File: config.mk
export PLATFORM = sky130hd
export DESIGN_NAME = jump_concat
export DESIGN_NICKNAME = d
export VERILOG_FILES = /design/src/rtl/jump_concat.sv
export SDC_FILE = /design/constraint.sdc
export NUM_CORES = 1
export LEC_CHECK = 0
export CORE_AREA = 2 2 86 63
export CTS_CLUSTER_SIZE = 8
export DETAILED_ROUTE_END_ITERATION = 12
export DIE_AREA = 0 0 88 65
export GPL_TIMING_DRIVEN = 0
export PLACE_DENSITY = 0.79
export SLEW_MARGIN = 20
export SYNTH_ARGS = -nofsm -noshare
export SYNTH_HDL_FRONTEND = slang
export SYNTH_SLANG_ARGS = --single-unit
File: constraint.sdc
create_clock -name clk -period 1 [get_ports clk]
set_clock_uncertainty 0.05 [all_clocks]
set_input_delay 0.2 -clock clk [delete_from_list [all_inputs] [get_ports clk]]
set_output_delay 0.2 -clock clk [all_outputs]
set_load 0.05 [all_outputs]
File: src/rtl/jump_concat.sv
// jump_concat: J-type jump target {pc_plus4, ins_28b} with a registered, valid-qualified copy.
module jump_concat #(
    parameter bit ALIGN_CHECK = 1'b1
) (
    input  logic        clk,
    input  logic        rst_n,
    input  logic [27:0] ins_28b,
    input  logic [3:0]  pc_plus4,
    input  logic        in_valid,
    output logic [31:0] jump_address,
    output logic        misaligned,
    output logic [31:0] jump_address_q,
    output logic        out_valid,
    output logic        misaligned_q
);
    logic [31:0] jump_address_d;
    logic        misaligned_d;
    assign jump_address = {pc_plus4, ins_28b};
    assign misaligned   = ALIGN_CHECK ? (ins_28b[1] | ins_28b[0]) : 1'b0;
    always_comb begin
        jump_address_d = in_valid ? jump_address : jump_address_q;
        misaligned_d   = in_valid ? misaligned : misaligned_q;
    end
    always_ff @(posedge clk or negedge rst_n) begin
        if (!rst_n) begin
            jump_address_q <= 32'h0000_0000;
            out_valid      <= 1'b0;
            misaligned_q   <= 1'b0;
        end else begin
            jump_address_q <= jump_address_d;
            out_valid      <= in_valid;
            misaligned_q   <= misaligned_d;
        end
    end
endmodule

==> Yosys cells after proc, flatten, opt, wreduce, memory -nomap -nowiden <==
Index checks and enable logic that the tools add are counted.
{ "word_totals": {"reg_bits": 34, "output_inout_bits": 67, "wordCells": 4} }
{ "classes": {"bitwise_logic": 1} }
{ "ops": {"columns": ["cell", "count"], "rows": [
  ["1-bit bitwise OR", 1]
]} }

==> Logic depth before layout (Yosys ltp) <==
Gate-level depths: netlist (run 1).
{ "logic_depth": {"depth_word": 1, "ltp_mapped": 3, "mapped_depth_nobuf": 2} }

==> Worst setup path before layout (run 1) <==
No wires, ideal clock.
{ "synth_timing": {"kind": "input to register", "startpoint": "in ins_28b[0]", "endpoint": "reg misaligned_q", "setup_time_ns": 0.125, "arrival_ns": 0.942, "t_required_ns": 0.825, "path_slack_ns": -0.117, "path_stages": 2, "n_path_buf": 0, "cell_sequence": "or2_1 -> mux2_2"} }
{ "synth_via": {"elab_chain_cells": 1} }
{ "synth_lines": {"columns": ["element", "line_no", "source"], "rows": [
  ["from (decl)", "7", "input logic [27:0] ins_28b,"],
  ["1-bit bitwise OR", "19", "assign misaligned = ALIGN_CHECK ? (ins_28b[1] | ins_28b[0]) : 1'b0;"],
  ["to (signal assigned)", "32", "misaligned_q <= misaligned_d;"],
  ["to (decl)", "14", "output logic misaligned_q"]
]} }
No other way between the ends.
A chain may end at the register's enable or synchronous reset.

==> Worst setup path after layout (run 1) <==
{ "layout_timing": {"startpoint": "reg jump_address_q[0]", "endpoint": "out jump_address_q[0]"} }
{ "layout_lines": {"columns": ["element", "line_no", "source"], "rows": [
  ["from (decl)", "12", "output logic [31:0] jump_address_q,"],
  ["from (signal assigned)", "30", "jump_address_q <= jump_address_d;"]
]} }
No word-level cell between the ends.

==> run metrics, run 1 <==
status finished with violations; DR WL met3 276 um; die area 5720 um^2; post-synthesis simple-gate area fraction 0.379%; CP delay by family, top flip-flops; post-route insts no fill 296; Worst Setup End Kind primary output; antenna violations before repair 0; synthesized flop and latch total 34; PwrDens 1400 nW/um^2; nets@finish 259; fin. max-slew vios 0; share of flip-flops with an asynchronous set or reset 100%; crit path cell chain buf_8; GRT Total Usage 14.2%; final wirelength 3820 um; adder-cell share of the synthesized area 0%; most common flop cell mapped by yosys dfrtp_1; Post-Place Worst Slack -879 ps; worst rel slew slack 74.9%; global-route wire length before repair 6040 um; Rows 22; Design Area, Final 3180 um^2; clock sink total 34; Hold Crit Class in -> reg; Layout fillers 385; Critical Path AT 850 ps; final period utilization 110%; most common cell in the netlist dfrtp_1; via count 1167; metal2 WL 1900 um; number of buffers created by CTS 5; post-detailed-route count of antenna-violating nets 0; Mapped Area 1650 um^2; synth top area cells dfrtp_1, mux2_4, buf_4; starting density of the core 33.2%; count of flip-flops with a built-in enable after synthesis 0; Avg Cell Area, Syn 15.9 um^2; Final Hold Violating Endpoints 0; max incr delay on CP 420 ps; Max-Cap Viols 0; Yosys Warn Count 0; Worst-Margin Slew 377 ps; n_diodes 0; RSZ-0062 raised after global routing true; Commonest cells post-synth dfrtp_1, buf_4, mux2_4; worst-skew pair later-pin latency 270 ps; highest metal used met4; peak fanout along the critical path 2; routability cong. 0.688; post-synth net total 139; placed cell count 278; Mapped Cells 104; Core ar. 4980 um^2; final core area utilization 63.8%; Synth Area in XOR/XNOR 0%; # IOs 102; Synth area leader dfrtp_1; post-DP HPWL 2680 um; main combinational cell family by area after synthesis multiplexers; post-synthesis mux area share 29.3%; DRC errors left 0; WL met1 1600 um; Vias/cell 3.94; Buffers on Ports 101; placed instance area 2820 um^2; final setup fails 34; drt first-iter violations 8; 1st-pass router iterations 4; sequential share of the synthesized area 51.5%; Die Wd 88 um; Synth Area in Compound Gates 0%; Leak 1.56 nW; Crit Path Class reg -> out; critical path required time 750 ps; Slowest-stage cell, CP dfrtp_2; vias in the first global route 1223; Overflow after GRT 0; PnR worst setup slack -102 ps; CTS max path bufs 2; DR WL/cell 12.9 um; largest net degree at the start of global routing 21; Reg clk slew, reported paths 70 ps; Layout area overhead 92.4%; CTS tree done; synth unique cells 7; CTS root buffer clkbuf_8; H-tree depth 2; fin crit period 1100 ps; maximum clock frequency 0.907 GHz; Setup crit start kind flop; die height 65 um; maximum vdd drop 0.758 mV; worst path bufs/invs 1; layout cells sized above 1 83.9%; top cell type's share of synthesized area 51.5%; failing checks setup timing
-- worst paths after layout --
kind,startpoint,slack [ps],end,cells after the start
setup / recovery,jump_address_q[0],-100,jump_address_q[0],1
hold / removal,ins_28b[0],140,jump_address_q[0],2
setup reg to reg,jump_address_q[0],20,jump_address_q[0],2
hold reg to reg,jump_address_q[14],480,jump_address_q[14],1
max in group asynchronous,rst_n,140,jump_address_q[18],3
min in group asynchronous,rst_n,320,jump_address_q[3],2
-- layer usage --
layer	up-vias	GRT usage, %
met2	54	22.5
li1	553	-
met5	-	0
met1	555	18.4
met4	0	5.19
met3	5	4.08
-- sequential cells by signal, summed over array words and instances, names as in the netlist --
register	flops
out_valid	1
jump_address_q	32
misaligned_q	1
-- cell type report --
class,count,area (um^2),share of cell area (%)
Timing Repair Buffer,113,1320,41.4
Sequential cell,34,891,28.0
Multi-Input combinational cell,34,493,15.5
Buffer,36,312,9.80
Tap cell,72,90.1,2.83
Clock buffer,7,76.3,2.40
-- logic make-up (layout without fill, tap and decap cells) --
group | count (synthesis) | count (layout)
flip-flops | 34 | 34
buffers and inverters | 36 | 156
AND/OR/NAND/NOR | 1 | 1
multiplexers | 33 | 33
-- power breakdown --
group | switching [mW] | internal, mW
clock network | 0.436 | 0.479
logic | 1.02 | 0.880
registers | 0.102 | 1.54
-- metrics by stage --
| stage | power (mW) | TNS, ps | hold WS, ps |
|---|---|---|---|
| after global placement | 3.36 | -95300 | 448 |
| after CTS | 4.50 | -3450 | 98.9 |
| after detailed placement | 3.38 | -56390 | 97.2 |
| after global routing | 4.64 | -3820 | 143 |
| after floorplan | 2.74 | -38.0 | -146 |
| final | 4.46 | -2840 | 140 |
-- cell usage in the layout, fill, tap and decap left out --
cell type / instances
clkbuf_1: 2
buf_8: 34
dfrtp_1: 2
buf_12: 4
dlygate4sd2_1: 30
buf_4: 39
buf_2: 1
buf_16: 1
bufbuf_16: 1
mux2_4: 30
clkbuf_8: 5
buf_6: 34
or2_4: 1
dfrtp_2: 32
dlygate4sd3_1: 2
mux2_2: 3
clkbuf_2: 3
-- repair_timing --
item                                    in CTS  in global routing
gates resized for setup                    536                  6
gates cloned                                 1                  0
pin swaps                                    0                  1
hold buffers                                 1                  1
endpoints found under the setup margin     100                 38
buffers inserted                             7                  1
hold endpoints to repair                    14                  1
Note: power is estimated with default switching activity, not from simulation.
==> inputs of run 2 (changes only) <==
--- a/config.mk
+++ b/config.mk
@@ -11,6 +11,7 @@
 export DIE_AREA = 0 0 88 65
 export GPL_TIMING_DRIVEN = 0
 export PLACE_DENSITY = 0.79
+export SETUP_SLACK_MARGIN = 0.2
 export SLEW_MARGIN = 20
 export SYNTH_ARGS = -nofsm -noshare
 export SYNTH_HDL_FRONTEND = slang
==> run 2 against run 1 <==
  * The flow finishes with violations (hold timing, setup timing)
  * Final cell count up 4.4%
  * Register-to-register slack got worse by 100 ps
  * Critical path type unchanged
  * Critical endpoint is now jump_address_q[14]
  * Sequential share of layout area is 3.4 points lower
==> run metrics, run 2 (synthesis gave the netlist of run 1 again) <==
final setup fails 36; Top Registers jump_address_q: 32 flops, misaligned_q: 1 flops, out_valid: 1 flops; worst reg2reg path startpoint jump_address_q[13]; post-detailed-route count of antenna-violating nets 0; final period utilization 112%; layout cells sized above 1 99.6%; Slowest-stage cell, CP dfrtp_2; worst-skew pair later-pin latency 280 ps; status finished with violations; 1st-pass router iterations 4; clock sink total 34; Buffers on Ports 101; cell-internal power 3.35 mW; Core ar. 4980 um^2; Worst Setup SP jump_address_q[14]; fin. max-slew vios 0; max incr delay on CP 430 ps; starting density of the core 33.2%; worst rel slew slack 71.8%; flop-to-flop setup slack -80 ps; Layout area overhead 119%; Max-Cap Viols 0; Overflow after GRT 0; Leak 1.74 nW; PwrDens 1390 nW/um^2; Worst-Margin Slew 423 ps; number of buffers created by CTS 5; routability cong. 0.632; die area 5720 um^2; DR WL/cell 15.3 um; post-DP HPWL 2890 um; CTS max path bufs 2; drt first-iter violations 21; hold slack -207 ps; via count 1266; CTS tree done; fin crit period 1120 ps; logic gate share of total power 42.7%; commonest non-fill, non-tap cell in the layout buf_6; Hold Crit Class in -> async; GRT Total Usage 16.6%; placed cell count 278; commonest non-fill, non-tap cells in the layout buf_6, buf_8, dfrtp_2; global-route wire length before repair 6980 um; CP delay by family, top flip-flops; Critical Path AT 870 ps; crit path cell chain buf_6; Biggest register jump_address_q; clock power share 24.6%; largest net degree at the start of global routing 20; DRC errors left 0; sequential power share 32.7%; CTS root buffer clkbuf_8; switching share of total power 33.6%; PnR worst setup slack -119 ps; Reg clk slew, reported paths 70 ps; die height 65 um; Rows 22; final wirelength 4740 um; critical path required time 750 ps; H-tree depth 2; n_diodes 0; cts hold-fix bufs 1; antenna violations before repair 0; Design Area, Final 3630 um^2; Vias/cell 4.10; maximum vdd drop 0.806 mV; P_sw 1.70 mW; RSZ-0062 raised after global routing true; peak fanout along the critical path 2; Die Wd 88 um; worst path bufs/invs 1; Setup crit start kind flop; Worst Setup End Kind primary output; placed instance area 2820 um^2; Final Hold Violating Endpoints 15; post-route insts no fill 309; Crit Path Class reg -> out; failing checks hold timing, setup timing; # IOs 102; nets@finish 271; vias in the first global route 1305; max reg flops 32; maximum clock frequency 0.894 GHz
run 2: path summary, 6_finish.rpt:
check | endpoint | depth (start not counted)
max reg2reg | jump_address_q[13] | 3
min | jump_address_q[11] | 1
max | jump_address_q[14] | 1
min reg2reg | jump_address_q[17] | 1
min in group clk | jump_address_q[25] | 2
max in group asynchronous | jump_address_q[21] | 2
run 2: cell type report:
type | instances | area [um^2]
well taps | 72 | 90.1
flip-flops and latches | 34 | 893
multi-input cells | 34 | 493
fillers | 302 | 1360
clock inverters | 3 | 40.0
repair buffers | 125 | 1610
plain buffers | 36 | 435
clock buffers | 5 | 68.8
run 2: power groups by stage:
| stage | Combinational [mW] | Clock, mW | Sequential (mW) |
|---|---|---|---|
| 3_3_place_gp | 1.73 | 0 | 1.63 |
| 6_report | 2.16 | 1.24 | 1.65 |
| 2_1_floorplan | 0.626 | 0 | 2.12 |
| 3_5_place_dp | 1.75 | 0 | 1.63 |
| 4_1_cts | 2.06 | 1.28 | 1.64 |
| 5_1_grt | 2.23 | 1.35 | 1.67 |
run 2: per-layer routing:
layer / track usage, % / share of wire [%] / vias to the layer above
met4: 4.62 / 0.72 / 0
met3: 5.73 / 8.9 / 5
met1: 19.5 / 40 / 613
met5: 0 / 0 / -
met2: 28.5 / 50 / 70
li1: - / - / 578
run 2: per-stage QoR:
stage	total power [mW]	hold WS (ps)	util [%]	setup TNS [ps]	worst slack (ps)
floorplan	2.75	-146	-	0	40.5
global placement	3.36	447	56.2	-96630	-1200
detailed placement	3.38	106	56.6	-57510	-893
CTS	4.98	-210	70.2	-3820	-122
global route	5.25	-184	72.8	-4810	-152
finish	5.05	-207	72.8	-3700	-119
run 2: what timing repair did:
item                                    4_1_cts  5_1_grt
cloned                                        3        0
setup buffers                                 8       11
pin swaps                                     1        1
resized for setup                           707       13
hold endpoints to repair                     16       15
endpoints found under the setup margin      100       69
run 2: worst reg2reg max path: cells and delay by family (launching register included):
family | cells | cell delay, ps
flops | 1 | 410
buf+inv | 2 | 250
mux | 1 | 250
